### src/rtl/spi_pkg.sv
// Shared types and constants for the SPI command sequencer and its payload buffer.
package spi_pkg;

  localparam int unsigned DefDWidth = 8;

  typedef enum logic [2:0] {
    StIdle,
    StCsSetup,
    StSend,
    StWaitAck,
    StWaitDone,
    StCsHold
  } seq_state_e;

  // nRF24L01 command opcodes
  localparam logic [7:0] OpRRegister  = 8'h00;
  localparam logic [7:0] OpWRegister  = 8'h20;
  localparam logic [7:0] OpWTxPayload = 8'hA0;
  localparam logic [7:0] OpNop        = 8'hFF;

endpackage

### src/rtl/spi_cmd_buf.sv
// Payload byte buffer: host load/unload pointers with wrap, plus an engine-side port that
// reads the tx byte of a slot and overwrites it with the rx byte.
module spi_cmd_buf #(
  parameter int unsigned D_WIDTH   = spi_pkg::DefDWidth,
  parameter int unsigned BUF_DEPTH = 32,
  parameter int unsigned AW        = (BUF_DEPTH > 1) ? $clog2(BUF_DEPTH) : 1
) (
  input  logic               clk,
  input  logic               reset,
  input  logic               wr_en,
  input  logic [D_WIDTH-1:0] wr_data,
  input  logic               wr_clr,
  input  logic               rd_en,
  input  logic               rd_clr,
  output logic [D_WIDTH-1:0] rd_data,
  input  logic               eng_we,
  input  logic [AW-1:0]      eng_addr,
  input  logic [D_WIDTH-1:0] eng_wdata,
  output logic [D_WIDTH-1:0] eng_rdata
);

  logic [D_WIDTH-1:0] mem_q [BUF_DEPTH];
  logic [AW-1:0]      wr_ptr_q;
  logic [AW-1:0]      rd_ptr_q;
  logic [D_WIDTH-1:0] rd_data_q;

  function automatic logic [AW-1:0] ptr_inc(input logic [AW-1:0] p);
    return (p == AW'(BUF_DEPTH - 1)) ? '0 : p + AW'(1);
  endfunction

  always_ff @(posedge clk) begin
    if (reset) begin
      wr_ptr_q  <= '0;
      rd_ptr_q  <= '0;
      rd_data_q <= '0;
    end else begin
      if (wr_clr) begin
        wr_ptr_q <= '0;
      end else if (wr_en) begin
        wr_ptr_q <= ptr_inc(wr_ptr_q);
      end
      if (rd_clr) begin
        rd_ptr_q <= '0;
      end else if (rd_en) begin
        rd_ptr_q  <= ptr_inc(rd_ptr_q);
        rd_data_q <= mem_q[rd_ptr_q];
      end
    end
  end

  // Storage is not reset; host and engine writes never overlap since the host is gated to idle.
  always_ff @(posedge clk) begin
    if (eng_we) begin
      mem_q[eng_addr] <= eng_wdata;
    end else if (wr_en) begin
      mem_q[wr_ptr_q] <= wr_data;
    end
  end

  assign rd_data   = rd_data_q;
  assign eng_rdata = mem_q[eng_addr];

endmodule

### src/rtl/spi_cmd_seq.sv
// Multi-byte SPI command sequencer: frames one opcode plus N payload bytes under a single
// chip select, drives the byte engine handshake and collects the returned bytes.
module spi_cmd_seq
  import spi_pkg::*;
#(
  parameter int unsigned  D_WIDTH   = DefDWidth,
  parameter int unsigned  BUF_DEPTH = 32,
  parameter int unsigned  CS_SETUP  = 2,
  parameter int unsigned  CS_HOLD   = 2,
  parameter int unsigned  ACK_TMO   = 16,
  localparam int unsigned LW        = $clog2(BUF_DEPTH + 1),
  localparam int unsigned AW        = (BUF_DEPTH > 1) ? $clog2(BUF_DEPTH) : 1
) (
  input  logic               clk,
  input  logic               reset,
  input  logic               cmd_start,
  input  logic [D_WIDTH-1:0] cmd_op,
  input  logic [LW-1:0]      cmd_len,
  input  logic               wr_en,
  input  logic [D_WIDTH-1:0] wr_data,
  input  logic               rd_en,
  output logic [D_WIDTH-1:0] rd_data,
  output logic [D_WIDTH-1:0] status_byte,
  output logic               busy,
  output logic               done,
  output logic               err,
  output logic               spi_enable,
  output logic [D_WIDTH-1:0] spi_tx_data,
  input  logic [D_WIDTH-1:0] spi_rx_data,
  input  logic               spi_busy,
  output logic               csn
);

  localparam int unsigned CW = 16;

  seq_state_e         state_q;
  logic [D_WIDTH-1:0] op_q, tx_q, status_q;
  logic [LW-1:0]      len_q, idx_q;
  logic [CW-1:0]      cnt_q;
  logic               csn_q, busy_q, done_q, err_q, en_q;

  logic               idle, start_ok, hold_end, capture;
  logic [AW-1:0]      eng_addr;
  logic [D_WIDTH-1:0] buf_rdata;

  assign idle     = (state_q == StIdle);
  assign start_ok = idle && cmd_start && (cmd_len <= LW'(BUF_DEPTH));
  assign hold_end = (state_q == StCsHold) && (cnt_q + CW'(1) >= CW'(CS_HOLD));
  assign capture  = (state_q == StWaitDone) && !spi_busy;
  // Byte idx of a frame is the opcode at idx 0, then buffer slot idx-1.
  assign eng_addr = AW'(idx_q - LW'(1));

  spi_cmd_buf #(
    .D_WIDTH  (D_WIDTH),
    .BUF_DEPTH(BUF_DEPTH),
    .AW       (AW)
  ) u_buf (
    .clk      (clk),
    .reset    (reset),
    .wr_en    (wr_en && idle && !reset),
    .wr_data  (wr_data),
    .wr_clr   (hold_end && !reset),
    .rd_en    (rd_en && idle && !reset),
    .rd_clr   (start_ok && !reset),
    .rd_data  (rd_data),
    .eng_we   (capture && (idx_q != '0) && !reset),
    .eng_addr (eng_addr),
    .eng_wdata(spi_rx_data),
    .eng_rdata(buf_rdata)
  );

  always_ff @(posedge clk) begin
    if (reset) begin
      state_q  <= StIdle;
      csn_q    <= 1'b1;
      busy_q   <= 1'b0;
      done_q   <= 1'b0;
      err_q    <= 1'b0;
      en_q     <= 1'b0;
      tx_q     <= '0;
      status_q <= '0;
      op_q     <= '0;
      len_q    <= '0;
      idx_q    <= '0;
      cnt_q    <= '0;
    end else begin
      done_q <= 1'b0;
      unique case (state_q)
        StIdle: begin
          if (cmd_start) begin
            if (cmd_len > LW'(BUF_DEPTH)) begin
              err_q <= 1'b1;
            end else begin
              op_q    <= cmd_op;
              len_q   <= cmd_len;
              idx_q   <= '0;
              cnt_q   <= '0;
              err_q   <= 1'b0;
              csn_q   <= 1'b0;
              busy_q  <= 1'b1;
              state_q <= StCsSetup;
            end
          end
        end
        StCsSetup: begin
          if (cnt_q + CW'(1) >= CW'(CS_SETUP)) begin
            state_q <= StSend;
          end else begin
            cnt_q <= cnt_q + CW'(1);
          end
        end
        StSend: begin
          if (!spi_busy) begin
            en_q    <= 1'b1;
            tx_q    <= (idx_q == '0) ? op_q : buf_rdata;
            cnt_q   <= '0;
            state_q <= StWaitAck;
          end
        end
        StWaitAck: begin
          if (spi_busy) begin
            en_q    <= 1'b0;
            state_q <= StWaitDone;
          end else if (cnt_q + CW'(1) >= CW'(ACK_TMO)) begin
            // Engine never acknowledged: abort the frame but still close csn cleanly.
            err_q   <= 1'b1;
            en_q    <= 1'b0;
            cnt_q   <= '0;
            state_q <= StCsHold;
          end else begin
            cnt_q <= cnt_q + CW'(1);
          end
        end
        StWaitDone: begin
          if (!spi_busy) begin
            if (idx_q == '0) begin
              status_q <= spi_rx_data;
            end
            idx_q   <= idx_q + LW'(1);
            cnt_q   <= '0;
            state_q <= (idx_q == len_q) ? StCsHold : StSend;
          end
        end
        StCsHold: begin
          if (hold_end) begin
            csn_q   <= 1'b1;
            busy_q  <= 1'b0;
            done_q  <= 1'b1;
            state_q <= StIdle;
          end else begin
            cnt_q <= cnt_q + CW'(1);
          end
        end
        default: state_q <= StIdle;
      endcase
    end
  end

  assign csn         = csn_q;
  assign busy        = busy_q;
  assign done        = done_q;
  assign err         = err_q;
  assign spi_enable  = en_q;
  assign spi_tx_data = tx_q;
  assign status_byte = status_q;

endmodule

### config.mk
export PLATFORM = sky130hd
export DESIGN_NAME = spi_cmd_seq
export DESIGN_NICKNAME = d
export VERILOG_FILES = /design/src/rtl/spi_pkg.sv /design/src/rtl/spi_cmd_buf.sv /design/src/rtl/spi_cmd_seq.sv
export SDC_FILE = /design/constraint.sdc
export NUM_CORES = 1
export LEC_CHECK = 0
export CAP_MARGIN = 15
export CORE_ASPECT_RATIO = 0.8
export CORE_MARGIN = 2
export CORE_UTILIZATION = 40
export DETAILED_ROUTE_END_ITERATION = 6
export GPL_ROUTABILITY_DRIVEN = 0
export SKIP_CTS_REPAIR_TIMING = 1
export SYNTH_ARGS = -nofsm -noshare
export SYNTH_HDL_FRONTEND = slang
export SYNTH_SLANG_ARGS = --single-unit
### constraint.sdc
create_clock -name clk -period 6.34 [get_ports clk]
set_clock_uncertainty 0.15 [all_clocks]
set_input_delay 1.902 -clock clk [delete_from_list [all_inputs] [get_ports clk]]
set_output_delay 1.902 -clock clk [all_outputs]
set_load 0.01 [all_outputs]
### Yosys cells after proc, flatten, opt, wreduce, memory -nomap -nowiden

Memories as Yosys holds them, arrays and structs flattened. A register that Yosys moved wholly into a read port is not among the register bits.
Index checks and enable logic that the tools add are counted.

* reductions and logical operators: 37
* multiply operators: 0
* add/subtract/negate cells: 5
* mux-type cells: 51
* bitwise operators: 4
* eq/ne operators: 20
* divide/modulo/power cells: 0
* shift operators: 0
* $lt $le $gt $ge: 4

Operators with widths (number)
* two-way mux 16 bit: 7
* case mux 16 bit (5 select lines): 1
* two-way mux 3 bit: 9
* inequality test 2 bit, second input constant: 11
* two-way mux 1 bit: 20
* two-way mux 6 bit: 3
* case mux 3 bit (6 select lines): 1
* adder 16 x 1 -> 16 bit, second input constant: 1
* >= comparator 16 x 2 -> 1 bit, second input constant: 1
* >= comparator 16 x 5 -> 1 bit, second input constant: 1
* two-way mux 8 bit: 2
* two-way mux 5 bit: 3
* AND reduction 7 bit: 2
* logical AND 1 bit: 12
* case mux 6 bit (2 select lines): 1
* AND reduction 4 bit: 3
* adder 5 x 1 -> 5 bit, second input constant: 2
* == test 5 bit, second input constant: 2
* AND reduction 3 bit: 3
* case mux 1 bit (2 select lines): 4
* nonzero test 2 bit: 4
* OR reduction 2 bit: 4
* OR reduction 8 bit: 1
* adder 6 x 1 -> 6 bit, second input constant: 1
* 15 further kinds: 22

* bits in latches: 0
* bits in writable memories: 256
* ROM bits: 0
* input port bits: 36
* memories: 1
* register bits: 70
* output and inout port bits: 29

Memories
* u_buf.mem_q: depth 32, bits a word 8, read ports 2, clocked after Yosys merged registers in 1, write ports 1, RTL line spi_cmd_buf.sv:22 `logic [D_WIDTH-1:0] mem_q [BUF_DEPTH];`

### Longest topological paths before layout

Gate-level depths: netlist (run 1).

* depth after elaboration: 8
* mapped depth: 11

### Cells and area by module

From an unflattened synthesis (run 1), not the netlist that was laid out.

* cells, all modules: 1073
* area, all modules: 16026.6 µm²

Modules (own cells, without submodules)
* spi_cmd_buf: area each 13100.1 µm², sequential area each 8047.7 µm², cells each 737, times used 1
* spi_cmd_seq: area each 2926.6 µm², sequential area each 1201.2 µm², cells each 336, times used 1

### Worst setup path after synthesis (run 1)

OpenSTA, ideal clock, no wires.

* path kind: input to register
* start: input port wr_en
* end: memory u_buf.mem_q[0][0] (netlist bit) (enable)
* data required time: 5.820 ns
* setup slack: 2.166 ns
* arrival time: 3.654 ns
* stages: 7
* path buffers: 1
* path through: or4b_1 > clkbuf_1 > nor2_2 > nor2_1 > a211oi_1 > nand2_1 > nor2_1

* word-level cells in the longest chain between the ends: 7
* elaborated cells between the ends (all ways): 8
* classes of those cells: 5 x mux; 3 x reduce/logical

RTL lines
* from (decl): RTL line spi_cmd_seq.sv:19 `input logic wr_en,`
* logical AND 1 bit (*) (2 in a row): RTL line spi_cmd_seq.sv:60 `.wr_en (wr_en && idle && !reset),`
* two-way mux 1 bit (*): RTL line spi_cmd_buf.sv:55 `end else if (wr_en) begin`
* two-way mux 1 bit (*): RTL line spi_cmd_buf.sv:53 `if (eng_we) begin`
* two-way mux 1 bit (not written as such) (*): RTL line spi_cmd_buf.sv:56 `mem_q[wr_ptr_q] <= wr_data;`
* OR reduction 8 bit (no line)
* two-way mux 5 bit (no line) or two-way mux 1 bit (tied branches)
* to (decl): RTL line spi_cmd_buf.sv:22

Every way passes the cells marked *; elsewhere a longest branch is shown, timed or not.

### Worst setup path after layout (run 1)

* start: input port wr_en
* end: memory u_buf.mem_q[26][4] (netlist bit) (enable)

The elaborated chain is that of the path after synthesis.

==> summary.md, run 1 <==
| Metric | Value |
|---|---|
| Status | `finished clean` |
| CP endpoint kind | `flop` |
| Max Cap Viol | `0` |
| Global Route Usage Sum | `roughly a fifth` |
| Final Power | `around 0.0056 W` |
| Area of the mapped netlist | `15,650 um2` |
| Flops & latches, synth | `around 330` |
| Filler cells | `approximately 3.2k` |
| Clk Latency, worst-skew pair | `0.52 ns` |
| I/O Buffers | `64` |
| Post-synth top area cell | `edfxtp_1` |
| Fin crit period | `~5 ns` |
| Async set-or-reset flop fraction in the synthesized netlist | `0%` |
| Vias in the first global route | `roughly 9.3k` |
| Die Ht | `~180 um` |
| Fin. Hold Viols | `0` |
| Worst hold-check path type | `reg -> reg` |
| Initial core utilization | `40.73%` |
| Largest net degree at the start of global routing | `55` |
| Max Root-Sink Buffers | `3` |
| Clk root buf | `clkbuf_16` |
| Slowest cell on crit path | `nor2_1` |
| Routed len/inst | `around 27 um` |
| Net count after synthesis | `1,033` |
| Synth Flop Type | `edfxtp_1` |
| Crit path largest cell delay | `roughly 0.75 ns` |
| Avg Inst Size Synth | `between 15 and 20 um2` |
| Final instance area | `between 15,000 and 20,000 um2` |
| Final HPWL DP | `between 20 and 30 mm` |
| Remaining Overflow, GRT | `0` |
| Rows | `64` |
| Commonest non-fill, non-tap cell in the layout | `edfxtp_1` |
| Post-placement cell area | `around 17,000 um2` |
| Number of I/O pins | `65` |
| Slew Limit Fails | `0` |
| Most frequent cells in the layout | `256 x edfxtp_1, 160 x mux4_2, 88 x nand2_1` |
| Final WL | `~42 mm` |
| CTS clk-pin slew, worst paths | `0.06 ns` |
| Number of synthesized flops with an enable pin | `about 260` |
| Sinks on Clock Net | `334` |
| Crit path required time | `6.34 ns` |
| Achievable Freq | `205.3 MHz` |
| Final TNS setup | `0 ns` |
| First-pass GRT wire length | `62.26 mm` |
| Crit-path cells | `clkdlybuf4s50_1, or4b_1, nor2_2, nor2_1, a211oi_1, nand2_1, nor2_1` |
| TritonCTS clock tree | `yes` |
| YS warnings | `0` |
| Yosys top cell area share | `49.11%` |
| Area Overhead vs Synth | `16.10%` |
| Routed Antenna Nets | `0` |
| Arrival @ worst endpoint | `slightly below 5 ns` |
| Pleak | `about 5.8 nW` |
| Power density over the cells | `between 300 and 400 nW/um2` |
| Die footprint | `roughly 41,000 um2` |
| Period utilisation layout | `between 70% and 80%` |
| Nature of the critical path startpoint | `input port` |
| Die width | `roughly 230 um` |
| Sequential area share after synthesis | `around three fifths` |
| Nets | `1,103` |
| Post-Syn Instances | `roughly 990` |
| Vias per cell | `6.189` |
| Crit Path Category | `in -> reg` |
| Worst-Margin Slew | `approximately 1 ns` |
| Unrepaired setup endpoints after global routing | `no` |
| Initial antenna violation count | `0` |
| Netlist cell types | `61` |
| Starting DRT DRC Count | `~1.4k` |
| Slew margin rel. | `~32%` |
| CTS H-tree depth | `2` |
| Worst VDD drop | `0.1649 mV` |
| Final setup vio count | `0` |
| DRC Markers | `0` |
| First-pass DRT Iterations | `7` |
| CP max FO | `9` |
| Num CTS Buffers | `35` |
| Placeable Area | `around 38,000 um2` |
| Vias | `just under 10k` |
| Share of cells above drive strength 1 | `about a quarter` |
| Most used cell, CP | `nor2_1` |
| Synth top area cells | `edfxtp_1 49%, mux4_2 23%, dfxtp_1 10%` |
| ANT cells | `0` |
where the power goes:
part | switching (W) | internal [W]
logic | 0.000476 | 0.000338
registers | 0.0000850 | 0.00248
clock network | 0.000866 | 0.00136
total | 0.00143 | 0.00417
routing by layer:
layer / global-route usage [%] / wire (um)
met1: 31.44 / 18700
met4: 4.053 / 537
met5: 1.434 / 79
met2: 28.88 / 18120
met3: 7.774 / 4918
metrics by stage:
stage	hold WS (ns)	util (%)	worst slack, ns	std cells
after floorplan	0.2832	-	2.166	988
after global placement	0.2869	44.02	1.049	1516
after detailed placement	0.2901	44.02	0.9418	1516
after CTS	0.3044	47.28	1.488	1578
after global routing	0.3297	47.28	1.244	1578
final	0.3023	47.28	1.470	1578
final timing paths:
path | start | to | slack [ns] | depth (start not counted)
hold reg to reg | op_q[5]$_SDFFE_PP0P_ | op_q[5]$_SDFFE_PP0P_ | 0.30 | 2
hold / removal | op_q[5]$_SDFFE_PP0P_ | op_q[5]$_SDFFE_PP0P_ | 0.30 | 2
setup / recovery | wr_en | u_buf.mem_q[26][4]$_DFFE_PP_ | 1.47 | 7
setup reg to reg | idx_q[0]$_SDFFE_PP0P_ | u_buf.mem_q[26][4]$_DFFE_PP_ | 1.98 | 8
logic make-up after synthesis:
| logic type | synth area share, % |
|---|---|
| AOI/OAI and AO/OA | 4.524 |
| xor gates and xnor gates | 0.9432 |
| adders and majority gates | 0.7194 |
| buffers and inverters | 1.958 |
| DFF | 59.08 |
| muxes | 24.75 |
| and+or+nand+nor | 8.025 |
area by class of cell:
type                    instances  area [um2]  area share (%)
repair buffers                 94       860.8           4.737
clock inverters                23       320.3           1.762
well taps                     495       619.3           3.408
multi-input cells             583        6142           33.80
inverters                      10       37.54          0.2065
flip-flops and latches        334        9260           50.95
clock buffers                  39       933.4           5.136
flip-flops by register name, summed over array words and instances, names as in the netlist, 6 cells and up:
name           flops
u_buf.mem_q      256
cnt_q             16
op_q               8
spi_tx_data        8
status_byte        8
u_buf.rd_data      8
idx_q              6
len_q              6
Yosys cell counts, drive strengths merged (3+ instances only):
| cell type | n |
|---|---|
| inv | 9 |
| nor3 | 14 |
| a21o | 11 |
| and2 | 16 |
| nor4 | 7 |
| o21a | 7 |
| ha | 9 |
| dfxtp | 78 |
| and3 | 6 |
| a211oi | 10 |
| xnor2 | 6 |
| nand3 | 14 |
| nand2 | 88 |
| mux4 | 160 |
| nand4 | 14 |
| nand3b | 5 |
| xor2 | 10 |
| a31oi | 4 |
| o21ai | 19 |
| a21oi | 34 |
| a2bb2oi | 3 |
| nor2 | 84 |
| clkbuf | 35 |
| or4 | 3 |
| edfxtp | 256 |
| nand2b | 4 |
| mux2i | 27 |
| buf | 26 |
critical path: cells and delay by family:
| family | cells | cell delay (ns) |
|---|---|---|
| and+or+nand+nor | 5 | 2.16 |
| AOI/OAI and AO/OA | 1 | 0.30 |
| buffers and inverters | 1 | 0.49 |
Note: power is estimated with default switching activity, not from simulation.
==> run 2, diff against run 1 <==
==> constraint.sdc (replaced) <==
create_clock -name clk -period 3.9 [get_ports clk]
set_clock_uncertainty 0.15 [all_clocks]
set_input_delay 1.17 -clock clk [delete_from_list [all_inputs] [get_ports clk]]
set_output_delay 1.17 -clock clk [all_outputs]
set_load 0.01 [all_outputs]
==> run 2 against run 1 <==
Non-clock buffer count grew 59; critical endpoint is now u_buf.mem_q[8][7]$_DFFE_PP_; wire length grew 0.71%; first-iteration DRC count shrank 19%; largest power group unchanged; clock power grew 57%; combinational power grew 83%; final cell count grew 3.8%.
==> summary.md, run 2 (same netlist as run 1, synthesis figures left out) <==
| Metric | Value |
|---|---|
| Worst-Margin Slew | `1.020 ns (was 1.009 ns)` |
| Num CTS Buffers | `35 (unchanged)` |
| Power density over the cells | `486.5 nW/um2 (was 307.9 nW/um2)` |
| R2r setup slk | `0.67 ns (was 1.98 ns)` |
| Slew margin rel. | `31.94% (was 32.34%)` |
| Final instance area | `18,740 um2 (was 18,170 um2)` |
| Area Overhead vs Synth | `19.69% (was 16.10%)` |
| Placed Cells | `1,575 (was 1,516)` |
| Crit path required time | `3.98 ns (was 6.34 ns)` |
| Nature of the critical path startpoint | `input port (unchanged)` |
| Largest net degree at the start of global routing | `70 (was 55)` |
| Most frequent cells in the layout | `256 x edfxtp_1, 160 x mux4_2, 88 x nand2_1 (unchanged)` |
| Sinks on Clock Net | `334 (unchanged)` |
| Die width | `225.2 um (unchanged)` |
| Vias per cell | `5.963 (was 6.189)` |
| Clk Latency, worst-skew pair | `0.53 ns (was 0.52 ns)` |
| CP max FO | `8 (was 9)` |
| ANT cells | `0 (unchanged)` |
| Die footprint | `40,740 um2 (unchanged)` |
| Initial core utilization | `40.73% (unchanged)` |
| Largest registers | `u_buf.mem_q: 256 flops, cnt_q: 16 flops (unchanged)` |
| First-pass GRT wire length | `62.74 mm (was 62.26 mm)` |
| Largest register by flop count | `u_buf.mem_q (unchanged)` |
| Flip-flop count of the largest register after layout | `256 (unchanged)` |
| Setup ws final | `0.4025 ns (was 1.470 ns)` |
| Buffers plus inverters on the worst setup path | `4 (was 1)` |
| CP endpoint kind | `flop (unchanged)` |
| Slowest cell on crit path | `or4b_1 (was nor2_1)` |
| Final TNS setup | `0 ns (unchanged)` |
| Worst hold-check path type | `reg -> reg (unchanged)` |
| Nets | `1,162 (was 1,103)` |
| R2R cell count | `8 (unchanged)` |
| Crit-path cells | `clkdlybuf4s50_1, or4b_1, nor2_2, buf_4, nor2_1, a211oi_1, nand2_1, buf_4, nor2_1, buf_4 (was clkdlybuf4s50_1, or4b_1, nor2_2, nor2_1, a211oi_1, nand2_1, nor2_1)` |
| Arrival @ worst endpoint | `3.58 ns (was 4.87 ns)` |
| Starting DRT DRC Count | `1,133 (was 1,404)` |
| Global Route Usage Sum | `21.10% (was 20.91%)` |
| Vias | `9,767 (unchanged)` |
| Levels on crit path | `10 (was 7)` |
| R2R Path End | `u_buf.mem_q[13][7]$_DFFE_PP_ (was u_buf.mem_q[26][4]$_DFFE_PP_)` |
| Crit Path Category | `in -> reg (unchanged)` |
| Pre-CTS setup slack | `-0.1512 ns (was 0.9418 ns)` |
| Commonest non-fill, non-tap cell in the layout | `edfxtp_1 (unchanged)` |
| Fin. Hold Viols | `0 (unchanged)` |
| Worst r2r src | `idx_q[1]$_SDFFE_PP0P_ (was idx_q[0]$_SDFFE_PP0P_)` |
| Share of cells above drive strength 1 | `28.43% (was 24.75%)` |
| CTS clk-pin slew, worst paths | `0.06 ns (about the same)` |
| Die Ht | `180.9 um (unchanged)` |
| Initial antenna violation count | `1 (was 0)` |
| Period utilisation layout | `89.68%` |
| Status | `finished clean (unchanged)` |
| Post-route non-filler standard cell count | `1,638 (was 1,578)` |
| Final HPWL DP | `29.27 mm (was 29.28 mm)` |
| Pleak | `6.123 nW (was 5.785 nW)` |
| Hold slack | `0.3016 ns (was 0.3023 ns)` |
| Post-placement cell area | `17,540 um2 (was 16,920 um2)` |
| Max Root-Sink Buffers | `3 (unchanged)` |
| Crit path largest cell delay | `0.50 ns (was 0.75 ns)` |
| Final WL | `42.66 mm (was 42.36 mm)` |
| Most used cell, CP | `buf_4 (was nor2_1)` |
| Max Cap Viol | `0 (unchanged)` |
| TritonCTS clock tree | `yes (unchanged)` |
| Remaining Overflow, GRT | `0 (unchanged)` |
| Worst VDD drop | `0.2413 mV (was 0.1649 mV)` |
| Routed Antenna Nets | `0 (unchanged)` |
| Rows | `64 (unchanged)` |
| Vias in the first global route | `9,438 (was 9,279)` |
| Placeable Area | `38,440 um2 (unchanged)` |
| CTS H-tree depth | `2 (unchanged)` |
| Clk root buf | `clkbuf_16 (unchanged)` |
| DRC Markers | `0 (unchanged)` |
| Worst setup path endpoint | `u_buf.mem_q[8][7]$_DFFE_PP_ (was u_buf.mem_q[26][4]$_DFFE_PP_)` |
| I/O Buffers | `64 (unchanged)` |
| Unrepaired setup endpoints after global routing | `no (unchanged)` |
| Number of I/O pins | `65 (unchanged)` |
| Fin crit period | `between 3 and 4 ns` |
| Final setup vio count | `0 (unchanged)` |
| First-pass DRT Iterations | `5 (was 7)` |
| Worst Setup SP | `wr_en (unchanged)` |
| Slew Limit Fails | `0 (unchanged)` |
| Routed len/inst | `26.04 um (was 26.84 um)` |
| Achievable Freq | `around 290 MHz` |
| Crit-path leading delay family | `buffers and inverters (was simple AND/OR/NAND/NOR gates)` |
## run 2: worst min-delay path: cells and delay by family (launching register included)
family,cells,cell delay (ns)
flops,1,0.31
compound gates,1,0.05
simple gates,1,0.05
## run 2: how the worst min path moves through the flow
stage / cells after the start / slack [ns] / startpoint / endpoint
6_report: 2 / 0.30 / op_q[0]$_SDFFE_PP0P_ / op_q[0]$_SDFFE_PP0P_
5_1_grt: 2 / 0.32 / op_q[0]$_SDFFE_PP0P_ / op_q[0]$_SDFFE_PP0P_
4_1_cts: 2 / 0.30 / busy$_SDFFE_PP0P_ / busy$_SDFFE_PP0P_
3_5_place_dp: 1 / 0.29 / spi_tx_data[0]$_SDFFE_PP0P_ / spi_tx_data[0]$_SDFFE_PP0P_
3_3_place_gp: 1 / 0.29 / spi_tx_data[0]$_SDFFE_PP0P_ / spi_tx_data[0]$_SDFFE_PP0P_
2_1_floorplan: 2 / 0.28 / op_q[0]$_SDFFE_PP0P_ / op_q[0]$_SDFFE_PP0P_
## run 2: through the flow
step / utilization, % / total power, W
after CTS: 48.74 / 0.009173
after global placement: 45.63 / 0.005692
after floorplan: - / 0.005024
after detailed placement: 45.63 / 0.005699
final: 48.74 / 0.009115
after global routing: 48.74 / 0.009450
## run 2: layer usage
metal / vias up / track usage, % / wire [um]
met4: 2 / 4.132 / 547
met2: 473 / 30.19 / 18810
met3: 43 / 7.936 / 4878
met1: 5023 / 30.87 / 18420
met5: - / 0 / 9
li1: 4226 / - / -
## run 2: final cells by class
type | instances | area, um2
clock inverter | 18 | 221.5
inverter | 10 | 37.54
clock buffer | 45 | 975.9
fill | 3206 | 19700
sequential | 334 | 9260
tap | 495 | 619.3
multi-input combinational | 583 | 6142
timing repair buffer | 153 | 1479
## run 2: power breakdown
part           internal [W]  total, W  switching, W
sequential          0.00402   0.00415      0.000123
combinational      0.000659   0.00149      0.000828
clock               0.00210   0.00348       0.00138
